File: config.mk
export PLATFORM = sky130hd
export DESIGN_NAME = mgmt_irq_ctrl
export DESIGN_NICKNAME = d
export VERILOG_FILES = /design/src/rtl/mgmt_irq_ctrl.sv
export SDC_FILE = /design/constraint.sdc
export NUM_CORES = 1
export LEC_CHECK = 0
export BUFFER_PORTS_ARGS = -buffer_cell sky130_fd_sc_hd__buf_2
export CAP_MARGIN = 20
export CORE_MARGIN = 2
export CORE_UTILIZATION = 38
export DETAILED_ROUTE_END_ITERATION = 8
export PLACE_DENSITY = 0.87
export RECOVER_POWER = 25
export SYNTH_ARGS = -nofsm -noshare
export SYNTH_HDL_FRONTEND = slang
export SYNTH_SLANG_ARGS = --single-unit
File: constraint.sdc
create_clock -name clk_i -period 1.65 [get_ports clk_i]
set_input_delay 0.33 -clock clk_i [delete_from_list [all_inputs] [get_ports clk_i]]
set_output_delay 0.33 -clock clk_i [all_outputs]
set_load 0.01 [all_outputs]
File: src/rtl/mgmt_irq_ctrl.sv
// Management interrupt controller: edge-captured PENDING/ENABLE with lowest-index CLAIM over a TL-UL register port.
// Optional TEST (write-1-to-set) register is compiled in with MGMT_IRQ_CTRL_TEST_EN.

package tlul_pkg;

   localparam logic [2:0] PutFullData    = 3'h0;
   localparam logic [2:0] PutPartialData = 3'h1;
   localparam logic [2:0] Get            = 3'h4;
   localparam logic [2:0] AccessAck      = 3'h0;
   localparam logic [2:0] AccessAckData  = 3'h1;

   typedef struct packed {
      logic        a_valid;
      logic [2:0]  a_opcode;
      logic [1:0]  a_size;
      logic [7:0]  a_source;
      logic [31:0] a_address;
      logic [3:0]  a_mask;
      logic [31:0] a_data;
      logic        d_ready;
   } tl_h2d_t;

   typedef struct packed {
      logic        d_valid;
      logic [2:0]  d_opcode;
      logic [1:0]  d_size;
      logic [7:0]  d_source;
      logic [31:0] d_data;
      logic        d_error;
      logic        a_ready;
   } tl_d2h_t;

endpackage

module mgmt_irq_ctrl
   import tlul_pkg::*;
#(
   parameter int NumSrc = 8
) (
   input  logic              clk_i,
   input  logic              rst_i,
   input  logic [NumSrc-1:0] intr_src_i,
   input  tl_h2d_t           tl_i,
   output tl_d2h_t           tl_o,
   output logic              irq_external_o
);

`ifdef MGMT_IRQ_CTRL_TEST_EN
   localparam bit TestEn = 1'b1;
`else
   localparam bit TestEn = 1'b0;
`endif

   logic [NumSrc-1:0] src_q, src_d;
   logic [NumSrc-1:0] pend_q, pend_d;
   logic [NumSrc-1:0] en_q, en_d;
   logic              arm_q, arm_d;
   logic              irq_q, irq_d;

   logic              d_valid_q, d_valid_d;
   logic              d_error_q, d_error_d;
   logic [2:0]        d_opcode_q, d_opcode_d;
   logic [1:0]        d_size_q, d_size_d;
   logic [7:0]        d_source_q, d_source_d;
   logic [31:0]       d_data_q, d_data_d;

   logic              a_ready;
   logic              accept;
   logic              is_get, is_put, addr_ok, req_err, wr_en;
   logic [1:0]        reg_sel;
   logic [NumSrc-1:0] wdata, w1c, w1s, edge_det, pend_en;
   logic [31:0]       claim, rdata;
   logic              unused_a_data;

   // Only the low NumSrc data bits are meaningful; the rest are ignored.
   assign unused_a_data = ^tl_i.a_data;

   always_comb begin
      a_ready = !d_valid_q || tl_i.d_ready;
      accept  = tl_i.a_valid && a_ready;

      is_get  = (tl_i.a_opcode == Get);
      is_put  = (tl_i.a_opcode == PutFullData) && (tl_i.a_mask == 4'hF);
      addr_ok = (tl_i.a_address[31:4] == 28'h0) && (tl_i.a_address[1:0] == 2'b00);
      reg_sel = tl_i.a_address[3:2];
      req_err = !(is_get || is_put) || !addr_ok || ((reg_sel == 2'd2) && !TestEn);
      wr_en   = accept && is_put && !req_err;
      wdata   = tl_i.a_data[NumSrc-1:0];
   end

   always_comb begin
      pend_en = pend_q & en_q;
      claim   = '0;
      for (int i = NumSrc - 1; i >= 0; i--) begin
         if (pend_en[i]) begin
            claim = 32'(i + 1);
         end
      end

      // Read data reflects register state before this cycle's updates.
      rdata = '0;
      case (reg_sel)
         2'd0:    rdata[NumSrc-1:0] = pend_q;
         2'd1:    rdata[NumSrc-1:0] = en_q;
         2'd2:    rdata = '0;
         default: rdata = claim;
      endcase
   end

   always_comb begin
      // The first cycle after reset only loads history, so a level held through reset is not an edge.
      edge_det = intr_src_i & ~src_q & {NumSrc{arm_q}};
      src_d    = intr_src_i;
      arm_d    = 1'b1;

      w1c = (wr_en && (reg_sel == 2'd0)) ? wdata : '0;
      w1s = (wr_en && (reg_sel == 2'd2) && TestEn) ? wdata : '0;

      pend_d = (pend_q & ~w1c) | w1s | edge_det;
      en_d   = (wr_en && (reg_sel == 2'd1)) ? wdata : en_q;
      irq_d  = |pend_en;
   end

   always_comb begin
      d_valid_d  = d_valid_q;
      d_error_d  = d_error_q;
      d_opcode_d = d_opcode_q;
      d_size_d   = d_size_q;
      d_source_d = d_source_q;
      d_data_d   = d_data_q;
      if (accept) begin
         d_valid_d  = 1'b1;
         d_error_d  = req_err;
         d_opcode_d = is_get ? AccessAckData : AccessAck;
         d_size_d   = tl_i.a_size;
         d_source_d = tl_i.a_source;
         d_data_d   = (is_get && !req_err) ? rdata : 32'h0;
      end else if (tl_i.d_ready) begin
         d_valid_d = 1'b0;
      end
   end

   always_ff @(posedge clk_i) begin
      if (rst_i) begin
         src_q      <= '0;
         pend_q     <= '0;
         en_q       <= '0;
         arm_q      <= 1'b0;
         irq_q      <= 1'b0;
         d_valid_q  <= 1'b0;
         d_error_q  <= 1'b0;
         d_opcode_q <= '0;
         d_size_q   <= '0;
         d_source_q <= '0;
         d_data_q   <= '0;
      end else begin
         src_q      <= src_d;
         pend_q     <= pend_d;
         en_q       <= en_d;
         arm_q      <= arm_d;
         irq_q      <= irq_d;
         d_valid_q  <= d_valid_d;
         d_error_q  <= d_error_d;
         d_opcode_q <= d_opcode_d;
         d_size_q   <= d_size_d;
         d_source_q <= d_source_d;
         d_data_q   <= d_data_d;
      end
   end

   always_comb begin
      tl_o          = '0;
      tl_o.d_valid  = d_valid_q;
      tl_o.d_opcode = d_opcode_q;
      tl_o.d_size   = d_size_q;
      tl_o.d_source = d_source_q;
      tl_o.d_data   = d_data_q;
      tl_o.d_error  = d_error_q;
      tl_o.a_ready  = a_ready;
   end

   assign irq_external_o = irq_q;

endmodule
# ---- Word level (Yosys, flattened, before mapping)
# Index checks and enable logic that the tools add are counted.
dict set report totals {
  word_cells 61
  register_bits 73
}
dict set report classes {
  n_eq_ne 4
  n_reduce_logical 23
  n_bitwise 7
  n_mux 16
}
# cell count
set ops {}
lappend ops {{2-to-1 mux 32 bit} 8}
lappend ops {{bitwise AND 8 bit} 4}
lappend ops {{logical NOT 28 bit} 1}
lappend ops {{2-to-1 mux 24 bit} 1}
lappend ops {{case mux 8 bit (3 select lines)} 1}
lappend ops {{NOT 8 bit} 2}
lappend ops {{logical AND 1 bit} 8}
lappend ops {{2-to-1 mux 8 bit} 1}
lappend ops {{bitwise OR 8 bit} 1}
lappend ops {{OR reduction 8 bit} 1}
lappend ops {{== test 4 bit (second input constant)} 1}
lappend ops {{logical NOT 1 bit} 4}
lappend ops {{logical NOT 2 bit} 2}
lappend ops {{logical OR 1 bit} 4}
lappend ops {{2-to-1 mux 1 bit} 4}
lappend ops {{2-to-1 mux 4 bit} 1}
lappend ops {{== test 3 bit (second input constant)} 1}
lappend ops {{logical NOT 3 bit} 1}
lappend ops {{OR reduction 3 bit} 1}
lappend ops {{== test 2 x 1 -> 1 bit (second input constant)} 1}
lappend ops {{== test 2 bit (second input constant)} 1}
lappend ops {{nonzero test 2 bit} 1}

# ---- Logic depth before layout (Yosys ltp)
# Gate-level depths: netlist of run 1.
dict set report logic_depth {
  word_depth 13
  depth_mapped 7
}

# ---- Least setup slack after synthesis of run 1
# Ideal clock, no wire load.
dict set report synth_path {
  path_type {input-to-reg}
  from {input tl_i[44] in the netlist's numbering}
  to {register en_q[0]}
  cell_stages 5
  path_buffers 0
  setup_time_ns 0.128
  required_ns 1.522
  setup_slack_ns -0.112
  arrival_ns 1.634
  cell_sequence {nor4_1 -> nand3_1 -> nor4_4 -> mux2i_1 -> nor2_1}
}
dict set report synth_via {
  elab_chain_len 8
}
# element line_no
set synth_lines {}
lappend synth_lines {{from (decl)} 43} ;# input tl_h2d_t tl_i,
lappend synth_lines {{logical NOT 28 bit} 84} ;# addr_ok = (tl_i.a_address[31:4] == 28'h0) && (tl_i.a_address[1:0] == 2'b00);
lappend synth_lines {{logical AND 1 bit} 84}
lappend synth_lines {{logical NOT 1 bit} 86} ;# req_err = !(is_get || is_put) || !addr_ok || ((reg_sel == 2'd2) && !TestEn);
lappend synth_lines {{logical OR 1 bit (2 in series)} 86}
lappend synth_lines {{logical NOT 1 bit} 87} ;# wr_en = accept && is_put && !req_err;
lappend synth_lines {{logical AND 1 bit} 87}
lappend synth_lines {{logical AND 1 bit} 120} ;# en_d = (wr_en && (reg_sel == 2'd1)) ? wdata : en_q;
lappend synth_lines {{to (signal assigned)} 159} ;# en_q <= en_d;
lappend synth_lines {{to (decl)} 56} ;# logic [NumSrc-1:0] en_q, en_d;
# Every way passes these cells.
# A chain may end at the register's enable or synchronous reset.

# ---- Worst setup path after layout of run 1
dict set report layout_path {
  from {register d_valid_q}
  to {register d_data_q[7]}
}
dict set report layout_via {
  elab_chain_len 3
}
# element line_no
set layout_lines {}
lappend layout_lines {{from (decl)} 60} ;# logic d_valid_q, d_valid_d;
lappend layout_lines {{from (signal assigned)} 162} ;# d_valid_q <= d_valid_d;
lappend layout_lines {{logical NOT 1 bit} 79} ;# a_ready = !d_valid_q || tl_i.d_ready;
lappend layout_lines {{logical OR 1 bit} 79}
lappend layout_lines {{logical AND 1 bit} 80} ;# accept = tl_i.a_valid && a_ready;
lappend layout_lines {{to (signal assigned)} 167} ;# d_data_q <= d_data_d;
lappend layout_lines {{to (decl)} 65} ;# logic [31:0] d_data_q, d_data_d;
# Every way passes these cells.

==> reports/summary.txt, run 1 <==
Final setup viols: 0
area grow syn2layout: 27.62%
RR Endpoint: d_data_q[7]
CP peak stage delay: 0.32 ns
RR Startpoint: d_valid_q
commonest cells in the netlist: dfxtp_1, nand2_1, buf_4
layout cell share with drive strength beyond 1: 30.79%
IO buf count: 91
maximum vdd drop: 0.0005394 V
Synth area leader: dfxtp_1
vias per cell: 4.763
R2R depth: 6
largest net degree at the start of global routing: 19
Tcrit/Tclk final: 93.03%
Most used DFF post-synth: dfxtp_1
required time of the worst setup path: 1.88 ns
drt initial violations: 74
Worst Min Path Start: tl_i[7]
leakage: 1.324 nW
startpoint types: flip-flop
post-route cell area: 2839 µm²
DRC: 0
count leader, synth: dfxtp_1
Synth cell types: 37
crit end category: flip-flop
H-tree Lvls: 2
initial antenna violation count: 0
HP Class: in2reg
synth top area cells: dfxtp_1, buf_4, mux2i_1
Post-synth EDFFs: 0
fill count: 518
Final nets: 446
worst reg-to-reg setup slack: 0.12 ns
Pins Over Slew Limit: 0
Antenna Violating Nets Remaining: 0
Worst Setup Slack, final: 0.1150 ns
cts bufs inserted: 5
# hold bufs at CTS: 0
Worst-Margin Slew: 0.6857 ns
Setup WS pre-CTS: -0.1961 ns
Clock transition at path regs: 0.09 ns
Worst EP arrival: 1.77 ns
top-area cell type share of the netlist area: 42.29%
Hold Slack: 0.2065 ns
placed cell area: 2718 µm²
ys async rst share: 0%
register area share after synthesis: 42.29%
GRT overflow: 0
clk_skew: 0.009854 ns
Synth Area per Inst: 8.656 µm²
WP buf/inv: 1
drt pass-1 iters: 4
Hold Path End: pend_q[6]
TritonCTS clock tree: done
TNS Setup: 0 ns
DPL Wire Length: 4289 µm
Initial Util: 39.91%
synthesized area: 2225 µm²
cell count after synthesis: 257
io pins: 142
number of synthesized register bits: 47
core box area: 5574 µm²
cell depth of the worst hold path: 2
Die Y: 80.52 µm
Synth Warn #: 0
CTS Buffer Depth: 2
GP Congestion: 0.7994
Rel. slew slack: 54.28%
final WL: 5257 µm
Die Wd: 80.52 µm
Die ar.: 6483 µm²
Worst Setup Path Type: reg2reg
fmax: 0.6515 GHz
CP Cell Sequence: or2b_1 > nand4_2 > nor4_4 > buf_4 > nand3_1 > o21ai_0
CP max stage cell: dfxtp_1
global-route wire length before repair: 7845 µm
min Tclk post-route: 1.535 ns
final hold violation count: 0
Pwr Density: 837.8 nW/µm²
Total GRT Usage: 15.69%
vias in the first global route: 1786
Num Clock Sinks: 47
max cap viols: 0
outcome: complete, no violations
CTS Root Cell: clkbuf_8
Worst-Skew Late Latency: 0.31 ns
FP Rows: 27
ANT cells: 0
unrepaired setup endpoints after global routing: false
Worst path top cell family by delay: simple AND/OR/NAND/NOR gates
via count: 2029
CP max FO: 4
drt wl/cell: 12.34 µm
-- logic make-up after synthesis --
logic type	synth area share, %
AO/OA/AOI/OAI	12.43
other	0.1686
multiplexers	6.749
flip-flops	42.29
buffers and inverters	11.87
AND/OR/NAND/NOR	26.49
-- flip-flops by register name (all words and copies together), names as in the netlist --
signal and cells:
d_data_q 8, d_source_q 8, en_q 8, pend_q 8
src_q 8, d_size_q 2, arm_q 1, d_error_q 1
d_opcode_q 1, d_valid_q 1, irq_external_o 1
-- routing by layer --
metal	share of wire, %	track usage [%]
met1	41	18.22
met2	50	27.50
met3	8.3	4.494
met4	0.91	5.254
met5	0	0
-- cell usage in the layout, fill, tap and decap left out, types with 4 or more instances in the layout --
cell type / synthesis / layout
a21oi_1: 21 / 21
and3b_1: 7 / 7
buf_2: 1 / 83
buf_4: 29 / 8
clkbuf_1: 6 / 9
clkbuf_8: 0 / 6
conb_1: 1 / 26
dfxtp_1: 47 / 47
inv_1: 4 / 4
mux2i_1: 15 / 15
nand2_1: 39 / 39
nor2_1: 16 / 16
nor2b_1: 16 / 16
nor4_1: 5 / 4
nor4_4: 2 / 4
o21ai_0: 16 / 16
-- per-stage QoR --
stage	util (%)	power, mW	cells
after global placement	48.75	1.508	418
final	50.93	2.379	426
after detailed placement	48.75	1.516	418
after floorplan	-	1.418	282
after global routing	50.93	2.482	426
after CTS	50.93	2.398	426
-- what timing repair did --
item / in CTS / in global routing
buffers inserted: 0 / 0
resized for setup: 0 / 2
setup endpoints to repair: 0 / 3
-- report_power, final --
group,total (mW),switching [mW],internal [mW]
logic,0.288,0.159,0.129
clock network,0.890,0.392,0.498
registers,1.20,0.0237,1.18
-- final cells by class --
| type | count | area [µm²] | area share, % |
|---|---|---|---|
| inverter | 4 | 15.01 | 0.5289 |
| timing repair buffer | 101 | 529.3 | 18.64 |
| clock inverter | 2 | 38.79 | 1.366 |
| tap | 72 | 90.09 | 3.173 |
| sequential | 47 | 940.9 | 33.14 |
| multi-input combinational | 194 | 1142 | 40.24 |
| clock buffer | 6 | 82.58 | 2.909 |
-- worst max-delay path by stage --
| stage | startpoint | end | slack, ns | cells past startpoint |
|---|---|---|---|---|
| after floorplan | tl_i[44] | pend_q[6] | -0.11 | 6 |
| after global placement | tl_i[43] | pend_q[6] | -0.18 | 7 |
| after detailed placement | tl_i[43] | d_data_q[7] | -0.20 | 7 |
| after CTS | d_valid_q | d_data_q[7] | 0.09 | 6 |
| after global routing | d_valid_q | en_q[1] | 0.01 | 6 |
| final | d_valid_q | d_data_q[7] | 0.12 | 6 |
No activity file was read; power rests on OpenSTA's default activity.
==> inputs of run 2 (changes only) <==
--- a/config.mk
+++ b/config.mk
@@ -5,10 +5,11 @@
 export SDC_FILE = /design/constraint.sdc
 export NUM_CORES = 1
 export LEC_CHECK = 0
+export ABC_AREA = 1
 export BUFFER_PORTS_ARGS = -buffer_cell sky130_fd_sc_hd__buf_2
 export CAP_MARGIN = 20
 export CORE_MARGIN = 2
-export CORE_UTILIZATION = 38
+export CORE_UTILIZATION = 39
 export DETAILED_ROUTE_END_ITERATION = 8
 export PLACE_DENSITY = 0.87
 export RECOVER_POWER = 25
==> run 2 against run 1 <==
Against the previous run:
- synthesized area rose by 8.5%
- flip-flop and latch count unchanged
- non-clock buffer count down 4
- total power fell by 3.7%
- critical path depth up 1
- via count rose by 16%
- cell count is 24% higher
- sequential power about the same
- critical path type unchanged
==> reports/summary.txt, run 2 <==
switching part of the total power: 25.48%
Pwr Density: 783.3 nW/µm²
synthesized area: 2415 µm²
vias per cell: 4.437
Worst Setup Path Type: reg2reg
H-tree Lvls: 2
IO buf count: 91
sw power: 583.5 µW
Antenna Violating Nets Remaining: 0
via count: 2347
FP Rows: 28
outcome: complete, no violations
Die ar.: 6838 µm²
Total GRT Usage: 16.50%
Post-synth EDFFs: 0
# hold bufs at CTS: 0
ys async rst share: 0%
Num Clock Sinks: 47
Most used DFF post-synth: dfxtp_1
DRC: 0
GP Congestion: 0.8606
Synth area leader: dfxtp_1
fmax: 0.7257 GHz
Synth cell types: 28
Worst-Skew Late Latency: 0.30 ns
clk_skew: 0.006127 ns
Synth Warn #: 0
Power, Total: 2.290 mW
placed cell area: 2840 µm²
io pins: 142
Setup WS pre-CTS: 0.05481 ns
CP max FO: 22
Comb pwr share: 14.5%
unrepaired setup endpoints after global routing: false
Flop pwr share: 52.9%
number of synthesized register bits: 47
synth top area cells: dfxtp_1, nor2_1, inv_1
post-CTS resize count: 0
Pins Over Slew Limit: 0
crit end category: flip-flop
Clk network pwr share: 32.6%
Internal: 1.707 mW
top-area cell type share of the netlist area: 38.96%
most frequent cells in the layout: buf_2, nor2_1, inv_1, nand2_1, dfxtp_1
required time of the worst setup path: 1.84 ns
count leader, synth: nor2_1
CTS Buffer Depth: 2
Die Y: 82.69 µm
startpoint types: flip-flop
final WL: 5507 µm
Final nets: 546
postcts setup bufs: 0
TNS Setup: 0 ns
cts bufs inserted: 5
Final setup viols: 0
area grow syn2layout: 21.09%
core box area: 5956 µm²
CTS Root Cell: clkbuf_8
Tcrit/Tclk final: 83.52%
ANT cells: 0
Synth Area per Inst: 6.652 µm²
Die Wd: 82.69 µm
maximum vdd drop: 0.0005251 V
register area share after synthesis: 38.96%
commonest cells in the netlist: nor2_1, inv_1, nand2_1
leakage: 1.541 nW
drt initial violations: 75
HP Class: in2reg
TritonCTS clock tree: done
Rel. slew slack: 32.42%
drt wl/cell: 10.41 µm
Worst EP arrival: 1.57 ns
Initial Util: 40.55%
layout cell share with drive strength beyond 1: 22.69%
min Tclk post-route: 1.378 ns
GRT overflow: 0
vias in the first global route: 2136
DPL Wire Length: 4368 µm
most common cell after layout, fill and taps aside: buf_2
final hold violation count: 0
max cap viols: 0
largest net degree at the start of global routing: 25
Clock transition at path regs: 0.08 ns
cell count after synthesis: 363
Worst-Margin Slew: 1.014 ns
drt pass-1 iters: 4
initial antenna violation count: 0
Worst Setup Slack, final: 0.2720 ns
global-route wire length before repair: 8728 µm
post-route cell area: 2924 µm²
-- run 2: cell count changes in the layout (fill, tap and decap cells not counted), sizes merged, moves of 8 or more --
| cell | change |
|---|---|
| inv | +58 |
| mux2i | -15 |
| nand2 | +24 |
| nor2 | +56 |
| nor2b | -16 |
| nor4 | -10 |
| o21ai | +9 |
| o21bai | +8 |
-- run 2: final timing paths --
path	startpoint	end	slack, ns	cells after the start
max	d_valid_q	d_data_q[2]	0.27	7
max reg2reg	d_valid_q	d_data_q[2]	0.27	7
min	intr_src_i[5]	src_q[5]	0.24	3
min reg2reg	d_data_q[4]	d_data_q[4]	0.47	2
-- run 2: layout make-up --
type,count,area (µm²)
fill,631,3032
multi-input combinational,239,1069
sequential,47,940.9
timing repair buffer,97,484.2
inverter,63,236.5
clock buffer,8,100.1
tap,75,93.84
-- run 2: power by group through the flow --
stage	Sequential (mW)	Combinational, mW	Clock, mW
floorplan	1.24	0.229	0
global placement	1.23	0.324	0
detailed placement	1.24	0.334	0
CTS	1.21	0.336	0.778
global route	1.22	0.384	0.832
finish	1.21	0.332	0.747
-- run 2: critical path: stages (launching register included) --
cell and delay [ns]:
dfxtp_1 0.33, nand2_1 0.08, nand2_1 0.10, buf_4 0.25, inv_1 0.10, buf_4 0.20, o21ai_0 0.17, a21oi_1 0.06
-- run 2: through the flow --
stage | std cells | hold slack [ns] | util (%)
CTS | 529 | 0.2386 | 49.37
floorplan | 388 | 0.4485 | -
detailed placement | 521 | 0.4559 | 47.69
finish | 529 | 0.2418 | 49.10
global placement | 521 | 0.4519 | 47.69
global route | 529 | 0.2405 | 49.10
-- run 2: per-layer routing --
metal / vias to the layer above / track usage (%) / share of wire, %
met5: - / 0 / 0
met4: 0 / 3.279 / 0.76
li1: 1238 / - / -
met1: 1009 / 19.71 / 44
met2: 94 / 29.92 / 46
met3: 6 / 4.130 / 8.6
-- run 2: kinds of logic after synthesis --
| logic type | after synthesis | synth area share, % |
|---|---|---|
| DFF | 47 | 38.96 |
| other | 1 | 0.1553 |
| AOI/OAI and AO/OA | 63 | 14.72 |
| and+or+nand+nor | 150 | 25.49 |
| buffers and inverters | 102 | 20.67 |
